## src/rtl/pmod_ad1.sv

```systemverilog
// Dual AD7476A (PmodAD1) serial capture controller.
// Runs one CS frame per START_i, shifting 16 bits from both converters at once.
//
// Ports:
//   CLK_i            system clock, rising edge
//   RST_i            synchronous active-high reset
//   START_i          conversion request, honoured only while idle
//   BUSY_o           high from frame start until the quiet gap ends
//   AD7476A_CS_o     shared active-low chip select
//   AD7476A_SCLK_o   shared serial clock, idles high
//   AD7476A_SDATA0_i serial data from channel 0
//   AD7476A_SDATA1_i serial data from channel 1
//   ADC_DATA0_o      last completed channel-0 sample
//   ADC_DATA1_o      last completed channel-1 sample
//   ADC_VALID_o      one-cycle pulse when the data outputs update
//   ADC_ERR_o        a leading bit of either channel was 1 in the last frame

module pmod_ad1 #(
    parameter int unsigned CLK_DIV      = 3,
    parameter int unsigned QUIET_CYCLES = 5
) (
    input  logic        CLK_i,
    input  logic        RST_i,
    input  logic        START_i,
    output logic        BUSY_o,
    output logic        AD7476A_CS_o,
    output logic        AD7476A_SCLK_o,
    input  logic        AD7476A_SDATA0_i,
    input  logic        AD7476A_SDATA1_i,
    output logic [11:0] ADC_DATA0_o,
    output logic [11:0] ADC_DATA1_o,
    output logic        ADC_VALID_o,
    output logic        ADC_ERR_o
);

    typedef enum logic [2:0] {
        S_IDLE,
        S_SETUP,
        S_SHIFT,
        S_HOLD,
        S_QUIET
    } state_t;

    localparam logic [7:0] DIV_LAST   = 8'(CLK_DIV - 1);
    localparam logic [7:0] QUIET_LAST = 8'(QUIET_CYCLES - 1);

    state_t      state_q, state_d;
    logic [7:0]  div_q, div_d;
    logic [3:0]  bit_q, bit_d;
    logic [7:0]  quiet_q, quiet_d;
    logic        cs_q, cs_d;
    logic        sclk_q, sclk_d;
    logic        busy_q, busy_d;
    logic        valid_q, valid_d;
    logic        err_q, err_d;
    logic [15:0] sh0_q, sh0_d;
    logic [15:0] sh1_q, sh1_d;
    logic [11:0] data0_q, data0_d;
    logic [11:0] data1_q, data1_d;

    logic        phase_end;

    assign phase_end = (div_q == DIV_LAST);

    always_comb begin
        state_d = state_q;
        div_d   = div_q;
        bit_d   = bit_q;
        quiet_d = quiet_q;
        cs_d    = cs_q;
        sclk_d  = sclk_q;
        busy_d  = busy_q;
        valid_d = 1'b0;
        err_d   = err_q;
        sh0_d   = sh0_q;
        sh1_d   = sh1_q;
        data0_d = data0_q;
        data1_d = data1_q;

        unique case (state_q)
            S_IDLE: begin
                cs_d   = 1'b1;
                sclk_d = 1'b1;
                busy_d = 1'b0;
                if (START_i) begin
                    state_d = S_SETUP;
                    cs_d    = 1'b0;
                    busy_d  = 1'b1;
                    div_d   = '0;
                    bit_d   = '0;
                    sh0_d   = '0;
                    sh1_d   = '0;
                end
            end

            S_SETUP: begin
                if (phase_end) begin
                    div_d   = '0;
                    sclk_d  = 1'b0;
                    state_d = S_SHIFT;
                end else begin
                    div_d = div_q + 8'd1;
                end
            end

            // Data is captured on the edge that drives SCLK high; the
            // 16th rising edge starts the final high phase, which is HOLD.
            S_SHIFT: begin
                if (phase_end) begin
                    div_d  = '0;
                    sclk_d = ~sclk_q;
                    if (!sclk_q) begin
                        sh0_d = {sh0_q[14:0], AD7476A_SDATA0_i};
                        sh1_d = {sh1_q[14:0], AD7476A_SDATA1_i};
                        bit_d = bit_q + 4'd1;
                        if (bit_q == 4'd15) begin
                            state_d = S_HOLD;
                        end
                    end
                end else begin
                    div_d = div_q + 8'd1;
                end
            end

            S_HOLD: begin
                if (phase_end) begin
                    div_d   = '0;
                    cs_d    = 1'b1;
                    valid_d = 1'b1;
                    data0_d = sh0_q[11:0];
                    data1_d = sh1_q[11:0];
                    err_d   = (|sh0_q[15:12]) | (|sh1_q[15:12]);
                    quiet_d = '0;
                    state_d = S_QUIET;
                end else begin
                    div_d = div_q + 8'd1;
                end
            end

            S_QUIET: begin
                if (quiet_q == QUIET_LAST) begin
                    busy_d  = 1'b0;
                    state_d = S_IDLE;
                end else begin
                    quiet_d = quiet_q + 8'd1;
                end
            end

            default: begin
                state_d = S_IDLE;
                cs_d    = 1'b1;
                sclk_d  = 1'b1;
                busy_d  = 1'b0;
            end
        endcase
    end

    always_ff @(posedge CLK_i) begin
        if (RST_i) begin
            state_q <= S_IDLE;
            div_q   <= '0;
            bit_q   <= '0;
            quiet_q <= '0;
            cs_q    <= 1'b1;
            sclk_q  <= 1'b1;
            busy_q  <= 1'b0;
            valid_q <= 1'b0;
            err_q   <= 1'b0;
            sh0_q   <= '0;
            sh1_q   <= '0;
            data0_q <= '0;
            data1_q <= '0;
        end else begin
            state_q <= state_d;
            div_q   <= div_d;
            bit_q   <= bit_d;
            quiet_q <= quiet_d;
            cs_q    <= cs_d;
            sclk_q  <= sclk_d;
            busy_q  <= busy_d;
            valid_q <= valid_d;
            err_q   <= err_d;
            sh0_q   <= sh0_d;
            sh1_q   <= sh1_d;
            data0_q <= data0_d;
            data1_q <= data1_d;
        end
    end

    assign BUSY_o         = busy_q;
    assign AD7476A_CS_o   = cs_q;
    assign AD7476A_SCLK_o = sclk_q;
    assign ADC_DATA0_o    = data0_q;
    assign ADC_DATA1_o    = data1_q;
    assign ADC_VALID_o    = valid_q;
    assign ADC_ERR_o      = err_q;

endmodule

```

## config.mk

```make
export PLATFORM = sky130hd
export DESIGN_NAME = pmod_ad1
export DESIGN_NICKNAME = d
export VERILOG_FILES = /design/src/rtl/pmod_ad1.sv
export SDC_FILE = /design/constraint.sdc
export NUM_CORES = 1
export LEC_CHECK = 0
export BUFFER_PORTS_ARGS = -buffer_cell sky130_fd_sc_hd__clkbuf_2
export CORE_ASPECT_RATIO = 2
export CORE_MARGIN = 4
export CORE_UTILIZATION = 53
export CTS_CLUSTER_SIZE = 12
export DETAILED_ROUTE_END_ITERATION = 7
export GPL_TIMING_DRIVEN = 0
export PLACE_DENSITY = 0.74
export SLEW_MARGIN = 20
export SYNTH_ARGS = -nofsm -noshare
export SYNTH_HDL_FRONTEND = slang
export SYNTH_SLANG_ARGS = --single-unit
```

## constraint.sdc

```tcl
create_clock -name CLK_i -period 2.6 [get_ports CLK_i]
set_input_delay 0.13 -clock CLK_i [delete_from_list [all_inputs] [get_ports CLK_i]]
set_output_delay 0.13 -clock CLK_i [all_outputs]
set_load 0.05 [all_outputs]
```

# --- Yosys cells after proc, flatten, opt, wreduce, memory -nomap -nowiden ---
# Cells that the tools add are included.
word_totals:
  inputBits: 5
  word_cells: 90
  out_inout_bits: 29
  register_bits: 84
op_classes:
  n_mux: 35
  bitwise_logic: 6
  reduce_logical: 18
  eq_ne: 15
  add_sub_neg: 3
ops:
  columns: ["operator", "n"]
  rows:
  - ["16-bit 2-to-1 mux", 5]
  - ["16-bit case mux with 2 select lines", 2]
  - ["8-bit 2-to-1 mux", 4]
  - ["8-bit case mux with 2 select lines", 2]
  - ["3-bit 2-to-1 mux", 7]
  - ["8-bit by 1-bit adder with 8-bit output, second input constant", 2]
  - ["2-bit inequality test, second input constant", 8]
  - ["3-bit case mux with 5 select lines", 1]
  - ["4-bit 2-to-1 mux", 3]
  - ["1-bit case mux with 3 select lines", 3]
  - ["8-bit by 2-bit == test with 1-bit output, second input constant", 1]
  - ["8-bit by 3-bit == test with 1-bit output, second input constant", 1]
  - ["4-bit case mux with 2 select lines", 1]
  - ["2-bit AND reduction", 4]
  - ["4-bit OR reduction", 2]
  - ["1-bit 2-to-1 mux", 7]
  - ["7-bit AND reduction", 1]
  - ["3-bit by 2-bit == test with 1-bit output, second input constant", 2]
  - ["3-bit AND reduction", 2]
  - ["2-bit nonzero test", 3]
  - ["3-bit OR reduction", 2]
  - ["1-bit NOT", 5]
  - ["4-bit by 1-bit adder with 4-bit output, second input constant", 1]
  - ["4-bit == test, second input constant", 1]
  - ["other kinds (6)", 7]

# --- Longest topological paths before layout ---
# Gate-level depths: netlist of run 1.
depth:
  ltp_word: 5
  depth_mapped: 8
  mapped_depth_nobuf: 6

# --- Least setup slack after synthesis of run 1 ---
# No wires, ideal clock.
synth_path:
  path_type: "reg2reg"
  startpoint: "register div_q[0]"
  endpoint: "register quiet_q[6]"
  setup_slack_ns: 0.646
  path_buffers: 2
  arrival_ns: 1.821
  stages_incl_launch_ff: 9
  synth_period_minus_slack_ns: 1.954
  cell_sequence: "dfxtp_1 inv_1 ha_1 or4b_1 clkbuf_1 or3_1 buf_2 o311ai_1 a21oi_1"
synth_between:
  elab_chain_len: 3
synth_rtl:
  columns: ["element", "line", "text"]
  rows:
  - ["start: declaration", "48", "logic [7:0] div_q, div_d;"]
  - ["start signal: assignment", "175", "div_q <= div_d;"]
  - ["8-bit by 2-bit == test with 1-bit output", "63", "assign phase_end = (div_q == DIV_LAST);"]
  - ["2-bit inequality test (no source line)", null, null]
  - ["3-bit AND reduction (no source line)", null, null]
  - ["end signal: assignment", "177", "quiet_q <= quiet_d;"]
  - ["end: declaration", "50", "logic [7:0] quiet_q, quiet_d;"]
# No other way between the ends.
# A chain may end at the register's enable or synchronous reset.

# --- Final worst setup path of run 1 ---
layout_path:
  startpoint: "register div_q[0]"
  endpoint: "register data0_q[6] (netlist: ADC_DATA0_o[6])"
layout_between:
  elab_chain_len: 2
layout_rtl:
  columns: ["element", "line", "text"]
  rows:
  - ["8-bit by 2-bit == test with 1-bit output", "63", null]
  - ["2-bit AND reduction (no source line)", null, null]
  - ["end signal: assignment", "185", "data0_q <= data0_d;"]
  - ["end: declaration", "58", "logic [11:0] data0_q, data0_d;"]
# No other way between the ends.

==> metrics, run 1 <==
outcome finished clean; synthesized instance count 433; Rows 42; CP required 2800 ps; vias in the first global route 3,291; Slew Viols, Final 0; total CTS buffers 9; Leakage 1.38 nW; ys async rst share 0%; number of synthesized flops with an enable pin 0; synth warn 0; Ports 34; FF-to-FF setup slack 270 ps; post-DR wirelength/cell 15.6 um; H-tree Lvls 3; Worst Reg-to-Reg Cells 8; Final Hold Viols 0; Synth-to-Final Area Change 15.5%; CP endpoint kind flop; setup_tns 0 ps; startpoint type of the worst setup path flop; Reg clk slew, reported paths around 50 ps; reg2reg end ADC_DATA0_o[6]; minimum clock period after layout between 2000 and 2500 ps; CP most frequent cell clkbuf_1; crit path DAT 2530 ps; register area share after synthesis between 40% and 50%; Reg2Reg Launch Point div_q[0]; f_max 429 MHz; delay of the slowest critical-path stage 490 ps; Synth Net Count 443; clock sink count 84; vias post-DR 3,352; period utilization 89.6%; CP endpoint ADC_DATA0_o[6]; crit path max-delay cell type or4b_1; die area between 8000 and 9000 um2; I/O Buffers 32; skew final 5.91 ps; Root Driver clkbuf_16; first-pass GRT wire length between 15,000 and 20,000 um; clock buffer depth 2; Worst-Margin Slew around 830 ps; CTS tree built; Cell variety after synth 53; nets@finish between 400 and 500; die height 125 um; Via density 5.90; ys flop type dfxtp_1; post-cts resize count 0; share of layout cells above drive strength 1 a little over an eighth; Initial Util 54.4%; Max VDD drop 558 uV; DRT antenna net count 0; largest net degree at the start of global routing 13; # hold bufs at CTS 0; Diodes inserted 0; synthesis-stage register bit count 84; initial antenna violation count 0; GRT overflow 0; core area 6620 um2; Avg Inst Size Synth a little over 8 um2; DRT Wirelength 8860 um; Rel. slew slack about 44%; gp weighted congestion 0.898; gr usage total a little under a quarter; postcts setup bufs 0; Critical Path Start div_q[0]; Tot Pwr 0.00298 W; die width 66.3 um; drt initial violations 198; DP Wirelength ~6400 um; drt drc 0; CP Class flop to flop; Initial DRT Pass Iterations 5; worst hold path type input pin to flop; synthesized cell area around 3600 um2; worst-skew pair later-pin latency between 300 and 400 ps; CP cell instances inv_1 -> ha_1 -> or4b_1 -> clkbuf_1 -> or3_1 -> clkbuf_1 -> nand2_1 -> a21oi_1; worst-path maximum fanout 10; unrepaired setup endpoints after global routing no; maxcap violations 0; PD cells 716 nW/um2; # setup viols final 0
-- where the power goes --
part | total, W | switching (W) | leakage [nW] | internal [W]
logic | 0.000428 | 0.000328 | 0.561 | 0.000100
registers | 0.00133 | 0.0000176 | 0.677 | 0.00131
clock network | 0.00122 | 0.000478 | 0.145 | 0.000744
-- state kept, by name (all words and copies together) (netlist names), 3 cells and up --
register	count
state_q	3
sh1_q	16
ADC_DATA1_o	12
div_q	8
quiet_q	8
ADC_DATA0_o	12
sh0_q	16
bit_q	4
-- metrics by stage --
stage | hold WS [ps] | util [%] | instance area (um2) | instances | setup WS (ps)
CTS | 48.6 | 62.8 | 4160 | 568 | 239
floorplan | 301 | - | 3600 | 433 | 646
detailed placement | 402 | 58.4 | 3870 | 553 | 292
global route | 57.9 | 62.8 | 4160 | 568 | 115
finish | 49.7 | 62.8 | 4160 | 568 | 271
global placement | 400 | 58.4 | 3870 | 553 | 337
-- synth_stat cells (5+ instances only) --
| cell | number | share of area, % |
|---|---|---|
| dfxtp_1 | 84 | 47 |
| nand4_1 | 36 | 6.3 |
| a21oi_1 | 67 | 9.3 |
| nor2_1 | 16 | 1.7 |
| nor3_1 | 6 | 0.83 |
| clkbuf_1 | 28 | 2.9 |
| nor4_1 | 5 | 0.87 |
| inv_1 | 6 | 0.63 |
| nand3_1 | 10 | 1.4 |
| nand2_1 | 59 | 6.2 |
| ha_1 | 5 | 1.7 |
| o21ai_0 | 42 | 5.8 |
| xnor2_1 | 9 | 2.2 |
-- critical path, delay by kind of cell (launching register included) --
kind	cells	cell delay (ps)
flip-flops	1	330
adder cells (fa/ha/maj)	1	170
buffers and inverters	3	570
AND/OR/NAND/NOR	3	1040
AO/OA/AOI/OAI	1	70
-- area by class of cell --
cell class	count	area, um2
repair buffers	32	160
clock buffers	14	284
multi-input cells	304	1710
plain buffers	39	181
inverters	6	22.5
fillers	630	2460
well taps	88	110
clock inverters	1	5.00
flip-flops and latches	84	1680
-- layout by cell type, fill, tap and decap left out, types with 2 or more instances in the layout --
master and n:
dfxtp_1 84, nor3_1 6, clkbuf_8 4, buf_4 4, nand2_1 59, xnor2_1 9, buf_6 2, nand2b_1 2
clkbuf_2 32, a21oi_1 67, nor4_1 5, nor4b_1 3, clkbuf_16 9, or3_1 3, o21ai_1 2, nor2_1 16
nand3_1 10, or4_1 2, a211oi_1 4, a311oi_1 2, nor2b_1 2, clkbuf_1 29, nand4_1 36, ha_1 5
buf_2 4, o21ai_0 42, inv_1 6, nor3b_1 2
-- logic make-up (layout without fill, tap and decap cells) --
logic type	after synthesis	in the layout	share of synthesized area (%)
AOI/OAI and AO/OA	129	129	19.8
xor gates and xnor gates	9	9	2.19
adders and majority gates	5	5	1.74
buffers and inverters	45	92	5.67
DFF	84	84	46.7
muxes	1	1	0.313
and+or+nand+nor	160	160	23.5
-- metal layers --
metal	global-route usage [%]	vias to the layer above	part of all wire (%)
met5	0	-	0
met4	12.2	0	3.4
met3	4.42	23	3.6
met2	39.9	86	55
met1	25.1	1602	38
li1	-	1641	-
-- how the worst min path moves through the flow --
| stage | from | end | slack [ps] | cells past startpoint |
|---|---|---|---|---|
| after global placement | AD7476A_SDATA0_i | sh0_q[0] | 400 | 3 |
| after global routing | AD7476A_SDATA0_i | sh0_q[0] | 60 | 3 |
| after detailed placement | AD7476A_SDATA0_i | sh0_q[0] | 400 | 3 |
| final | AD7476A_SDATA0_i | sh0_q[0] | 50 | 3 |
| after floorplan | AD7476A_SDATA0_i | sh0_q[0] | 300 | 2 |
| after CTS | AD7476A_SDATA0_i | sh0_q[0] | 50 | 3 |
Power figures use the tool's default switching activity.
==> inputs of run 2 (changes only) <==
--- a/config.mk
+++ b/config.mk
@@ -5,6 +5,7 @@
 export SDC_FILE = /design/constraint.sdc
 export NUM_CORES = 1
 export LEC_CHECK = 0
+export ABC_AREA = 1
 export BUFFER_PORTS_ARGS = -buffer_cell sky130_fd_sc_hd__clkbuf_2
 export CORE_ASPECT_RATIO = 2
 export CORE_MARGIN = 4
@@ -12,7 +13,7 @@
 export CTS_CLUSTER_SIZE = 12
 export DETAILED_ROUTE_END_ITERATION = 7
 export GPL_TIMING_DRIVEN = 0
-export PLACE_DENSITY = 0.74
+export PLACE_DENSITY = 0.75
 export SLEW_MARGIN = 20
 export SYNTH_ARGS = -nofsm -noshare
 export SYNTH_HDL_FRONTEND = slang
==> metrics, run 2 <==
die height 124 um (was 125 um); CTS tree built (unchanged); Synth Net Count 477 (was 443); WHS 50.8 ps (was 49.7 ps); Initial Util 54.1% (was 54.4%); pre-CTS WS 859 ps (was 292 ps); Core Util, Final 62.3% (was 62.8%); unrepaired setup endpoints after global routing no (unchanged); Worst Reg-to-Reg Cells 8 (unchanged); GRT overflow 0 (unchanged); cell taking the most area after synthesis dfxtp_1 (unchanged); worst-skew pair later-pin latency 340 ps (about the same); Post-synth top cells 115 x nand2_1, 84 x dfxtp_1, 49 x a21oi_1 (was 84 x dfxtp_1, 67 x a21oi_1, 59 x nand2_1); # setup viols final 0 (unchanged); non-filler cells, final 603 (was 568); register area share after synthesis 46.9% (was 46.7%); Reg clk slew, reported paths 60 ps (was 50 ps); Leakage 1.71 nW (was 1.38 nW); ys flop type dfxtp_1 (unchanged); worst hold path type input pin to flop (unchanged); I/O Buffers 32 (unchanged); skew final 6.42 ps (was 5.91 ps); reg2reg end ADC_DATA0_o[4] (was ADC_DATA0_o[6]); largest net degree at the start of global routing 14 (was 13); clock buffer depth 2 (unchanged); most frequent cells in the layout 115 x nand2_1, 84 x dfxtp_1, 49 x a21oi_1, 41 x nor2_1 (was 84 x dfxtp_1, 67 x a21oi_1, 59 x nand2_1, 42 x o21ai_0, 36 x nand4_1); worst hold path endpoint sh1_q[0] (was sh0_q[0]); post-DR wirelength/cell 13.8 um (was 15.6 um); final worst slack 851 ps (was 271 ps); hold path start AD7476A_SDATA1_i (was AD7476A_SDATA0_i); share of the synthesized area in the top cell type 46.9% (was 46.7%); Synth-to-Final Area Change 15.1% (was 15.5%); startpoint type of the worst setup path flop (unchanged); H-tree Lvls 3 (unchanged); clock sink count 84 (unchanged); die area 8220 um2 (was 8250 um2); synthesized cell area 3580 um2 (was 3600 um2); total CTS buffers 9 (unchanged); post-cts resize count 0 (unchanged); number of synthesized flops with an enable pin 0 (unchanged); Final Hold Viols 0 (unchanged); maxcap violations 0 (unchanged); worst-path maximum fanout 10 (unchanged); DP Wirelength 6130 um (was 6390 um); Worst-Margin Slew 567 ps (was 831 ps); outcome finished clean (unchanged); synthesis-stage register bit count 84 (unchanged); initial antenna violation count 0 (unchanged); drt initial violations 177 (was 198); most common cell after layout, fill and taps aside nand2_1 (was dfxtp_1); setup_tns 0 ps (unchanged); # hold bufs at CTS 0 (unchanged); CP required 2880 ps (was 2800 ps); Diodes inserted 0 (unchanged); synth warn 0 (unchanged); die width 66.1 um (was 66.3 um); crit path DAT 2030 ps (was 2530 ps); Hold Crit Depth 3 (unchanged); nets@finish 520 (was 486); postcts setup bufs 0 (unchanged); Avg Inst Size Synth 7.67 um2 (was 8.31 um2); FF-to-FF setup slack 850 ps (was 270 ps); core area 6620 um2 (unchanged); Root Driver clkbuf_16 (unchanged); Rows 42 (unchanged); DP Cell Count 587 (was 553); synthesized instance count 467 (was 433); Max VDD drop 677 uV (was 558 uV); CP endpoint kind flop (unchanged); largest cells by area after synthesis dfxtp_1 47%, nand2_1 12%, a21oi_1 6.8%, nand4_1 6.3%, nand3_1 5.0% (was dfxtp_1 47%, a21oi_1 9.3%, nand4_1 6.3%, nand2_1 6.2%, o21ai_0 5.8%); drt drc 0 (unchanged); period utilization 67.3% (was 89.6%); vias in the first global route 3,170 (was 3,291); largest registers sh0_q (16), sh1_q (16) (unchanged); vias post-DR 3,336 (was 3,352); Cell variety after synth 33 (was 53); count leader, synth nand2_1 (was dfxtp_1); ys async rst share 0% (unchanged); Ports 34 (unchanged); Initial DRT Pass Iterations 4 (was 5); gp weighted congestion 0.962 (was 0.898); CP Class flop to flop (unchanged); first-pass GRT wire length 14,300 um (was 15,100 um); Via density 5.53 (was 5.90); Slew Viols, Final 0 (unchanged); gr usage total 22.1% (was 22.9%); Reg2Reg Launch Point div_q[1] (was div_q[0]); DRT Wirelength 8340 um (was 8860 um); share of layout cells above drive strength 1 16.1% (was 13.5%); PD cells 935 nW/um2 (was 716 nW/um2); minimum clock period after layout 1750 ps (was 2330 ps); Rel. slew slack 62.2% (was 44.2%); f_max 572 MHz (was 429 MHz); DRT antenna net count 0 (unchanged)
-- run 2: changes by cell type in the layout (fill, tap and decap cells not counted), moves of 4 or more --
cell and change:
nand2_1 +56, o21ai_0 -29, nand3_1 +26, nor2_1 +25
a21oi_1 -18, clkbuf_1 -18, inv_1 +12, xnor2_1 -8
inv_2 +6, nor3_1 +6, a211oi_1 -4, buf_6 +4
nor2_2 +4
-- run 2: how the worst max path moves through the flow --
stage	startpoint	end	slack (ps)	cells past startpoint
3_5_place_dp	div_q[1]	ADC_DATA0_o[0]	860	8
4_1_cts	div_q[0]	ADC_DATA0_o[0]	830	9
2_1_floorplan	div_q[0]	bit_q[2]	1140	10
3_3_place_gp	div_q[0]	ADC_DATA0_o[3]	880	9
5_1_grt	div_q[0]	div_q[5]	680	7
6_report	div_q[1]	ADC_DATA0_o[4]	850	8
-- run 2: cell type report --
cell class	count	area, um2
Fill cell	623	2500
Clock inverter	5	27.5
Buffer	24	150
Tap cell	88	110
Multi-Input combinational cell	334	1660
Inverter	25	93.8
Clock buffer	11	243
Timing Repair Buffer	32	160
Sequential cell	84	1680
-- run 2: layer usage --
metal | global-route usage [%] | wire [um] | part of all wire [%]
met3 | 4.69 | 310 | 3.7
met5 | 0 | 0 | 0
met4 | 10.1 | 261 | 3.1
met1 | 23.4 | 3100 | 37
met2 | 39.8 | 4670 | 56
-- run 2: metrics by stage --
stage	total power (W)	instance area (um2)
floorplan	0.00245	3580
global placement	0.00271	3850
detailed placement	0.00272	3850
CTS	0.00389	4120
global route	0.00407	4120
finish	0.00386	4120
-- run 2: worst max-delay path, stage by stage, from the launching register on --
cell and delay (ps):
dfxtp_1 390, ha_1 190, nand3_1 130, nor2_4 280
nand2_4 190, nor2_8 190, buf_4 200, nand2_1 60
nand2_1 50
-- run 2: kinds of logic (layout without fill, tap and decap cells) --
| family | Yosys count | in the layout | share of synthesized area (%) |
|---|---|---|---|
| simple gates | 259 | 259 | 34.2 |
| flops | 84 | 84 | 46.9 |
| compound gates | 69 | 69 | 10.1 |
| buf+inv | 49 | 97 | 6.81 |
| fa+ha+maj | 5 | 5 | 1.75 |
| xor+xnor | 1 | 1 | 0.245 |
-- run 2: report_power, final --
group	switching [W]	internal [W]
clock	0.000488	0.000665
sequential	0.0000477	0.00135
combinational	0.000902	0.000407
==> inputs of run 3 (changes only) <==
--- a/config.mk
+++ b/config.mk
@@ -13,7 +13,7 @@
 export CTS_CLUSTER_SIZE = 12
 export DETAILED_ROUTE_END_ITERATION = 7
 export GPL_TIMING_DRIVEN = 0
-export PLACE_DENSITY = 0.75
+export PLACE_DENSITY = 0.77
 export SLEW_MARGIN = 20
 export SYNTH_ARGS = -nofsm -noshare
 export SYNTH_HDL_FRONTEND = slang
==> constraint.sdc (replaced) <==
create_clock -name CLK_i -period 1.5 [get_ports CLK_i]
set_input_delay 0.075 -clock CLK_i [delete_from_list [all_inputs] [get_ports CLK_i]]
set_output_delay 0.075 -clock CLK_i [all_outputs]
set_load 0.05 [all_outputs]
==> metrics, run 3 (synthesis gave the netlist of run 2 again) <==
outcome finished, violations left (was finished clean); violated checks setup timing; Rows 42 (unchanged); H-tree Lvls 3 (unchanged); drt initial violations 293 (was 177); die width 66.1 um (unchanged); DP Wirelength 6330 um (was 6130 um); Diodes inserted 0 (unchanged); die height 124 um (unchanged); Rel. slew slack 59.5% (was 62.2%); I/O Buffers 32 (unchanged); gp weighted congestion 0.905 (was 0.962); core area 6620 um2 (unchanged); post-DR wirelength/cell 16.6 um (was 13.8 um); Worst-Margin Slew 607 ps (was 567 ps); initial antenna violation count 0 (unchanged); clock sink count 84 (unchanged); Hold Crit Depth 2 (was 3); first-pass GRT wire length 15,700 um (was 14,300 um); Max VDD drop 1060 uV (was 677 uV); vias post-DR 3,630 (was 3,336); worst-skew pair later-pin latency 340 ps (about the same); CTS tree built (unchanged); CP endpoint kind flop (unchanged); share of layout cells above drive strength 1 27.8% (was 16.1%); gr usage total 24.4% (was 22.1%); most common cell after layout, fill and taps aside nand2_1 (unchanged); maxcap violations 0 (unchanged); Final Hold Viols 0 (unchanged); Synth-to-Final Area Change 33.8% (was 15.1%); DRT antenna net count 0 (unchanged); f_max 624 MHz (was 572 MHz); Reg2Reg Launch Point div_q[3] (was div_q[1]); total CTS buffers 9 (unchanged); pre-CTS WS -272 ps (was 859 ps); minimum clock period after layout 1600 ps (was 1750 ps); Initial DRT Pass Iterations 6 (was 4); Root Driver clkbuf_16 (unchanged); clock buffer depth 2 (unchanged); CP Class flop to flop (unchanged); period utilization 107% (was 67.3%); largest net degree at the start of global routing 15 (was 14); setup_tns -2600 ps (was 0 ps); skew final 7.38 ps (was 6.42 ps); Slew Viols, Final 0 (unchanged); worst hold path type input pin to flop (unchanged); most frequent cells in the layout 104 x nand2_1, 74 x dfxtp_1, 48 x a21oi_1, 39 x nor2_1, 36 x nand4_1 (was 115 x nand2_1, 84 x dfxtp_1, 49 x a21oi_1, 41 x nor2_1); Tot Pwr 0.00847 W (was 0.00386 W); CP required 1710 ps (was 2880 ps); Via density 5.65 (was 5.53); largest registers sh0_q (16), sh1_q (16) (unchanged); startpoint type of the worst setup path flop (unchanged); worst-path maximum fanout 6 (was 10); DRT Wirelength 10,700 um (was 8340 um); Ports 34 (unchanged); # setup viols final 47 (was 0); crit path DAT 1810 ps (was 2030 ps); Leakage 1.99 nW (was 1.71 nW); worst hold path endpoint sh0_q[15] (was sh1_q[0]); reg2reg end sh1_q[13] (was ADC_DATA0_o[4]); final worst slack -103 ps (was 851 ps); FF-to-FF setup slack -100 ps (was 850 ps); hold path start RST_i (was AD7476A_SDATA1_i); nets@finish 559 (was 520); drt drc 0 (unchanged); PD cells 1770 nW/um2 (was 935 nW/um2); GRT overflow 0 (unchanged); Worst Reg-to-Reg Cells 8 (unchanged); vias in the first global route 3,437 (was 3,170); Reg clk slew, reported paths 60 ps (about the same); unrepaired setup endpoints after global routing yes (was no); DP Cell Count 587 (unchanged); Initial Util 54.1% (unchanged); non-filler cells, final 642 (was 603); die area 8220 um2 (unchanged)
[run 3: routing by layer]
layer  up-vias  global-route usage (%)  part of all wire (%)  wire length (um)
li1       1744                       -                     -                 -
met1      1733                    24.8                    35              3760
met2       114                    44.8                    56              5970
met3        39                    4.96                   4.2               451
met4         0                    11.7                   4.6               495
met5         -                       0                     0                 0
[run 3: timing repair]
item | CTS | global route
hold buffers | 2 | 0
pin swaps | 10 | 17
gates cloned | 0 | 6
hold endpoints to repair | 2 | 0
resized for setup | 38 | 35
endpoints found under the setup margin | 82 | 75
buffers inserted | 16 | 16
[run 3: worst max-delay path by stage]
stage | slack [ps] | from | endpoint
2_1_floorplan | 40 | div_q[0] | bit_q[2]
3_3_place_gp | -250 | div_q[0] | quiet_q[0]
3_5_place_dp | -270 | div_q[0] | div_q[3]
4_1_cts | 4 | quiet_q[0] | state_q[0]
5_1_grt | -170 | bit_q[0] | state_q[1]
6_report | -100 | div_q[3] | sh1_q[13]
[run 3: area by class of cell]
cell class | count | area [um2]
repair buffers | 70 | 553
fillers | 508 | 1830
plain buffers | 23 | 185
inverters | 25 | 96.3
clock buffers | 11 | 243
multi-input cells | 336 | 1840
flip-flops and latches | 84 | 1700
clock inverters | 5 | 61.3
well taps | 88 | 110
[run 3: power by group]
group	total (W)	leakage, nW	internal (W)	switching (W)
logic	0.00380	1.16	0.00164	0.00216
registers	0.00245	0.683	0.00235	0.000101
clock network	0.00223	0.150	0.00134	0.000886
total	0.00847	1.99	0.00532	0.00315
[run 3: per-stage QoR]
step	hold slack, ps	cell area, um2	util [%]
floorplan	245	3580	-
global placement	343	3850	58.2
detailed placement	346	3850	58.2
CTS	51.1	4420	66.7
global route	85.7	4790	72.4
finish	77.2	4790	72.4
[run 3: critical path, stage by stage (launching register included)]
cell	delay [ps]
dfxtp_4	340
buf_4	150
nor3_1	260
nand2_2	160
nand2_4	150
nand2_8	100
clkbuf_16	170
nand2_1	70
a21oi_1	60
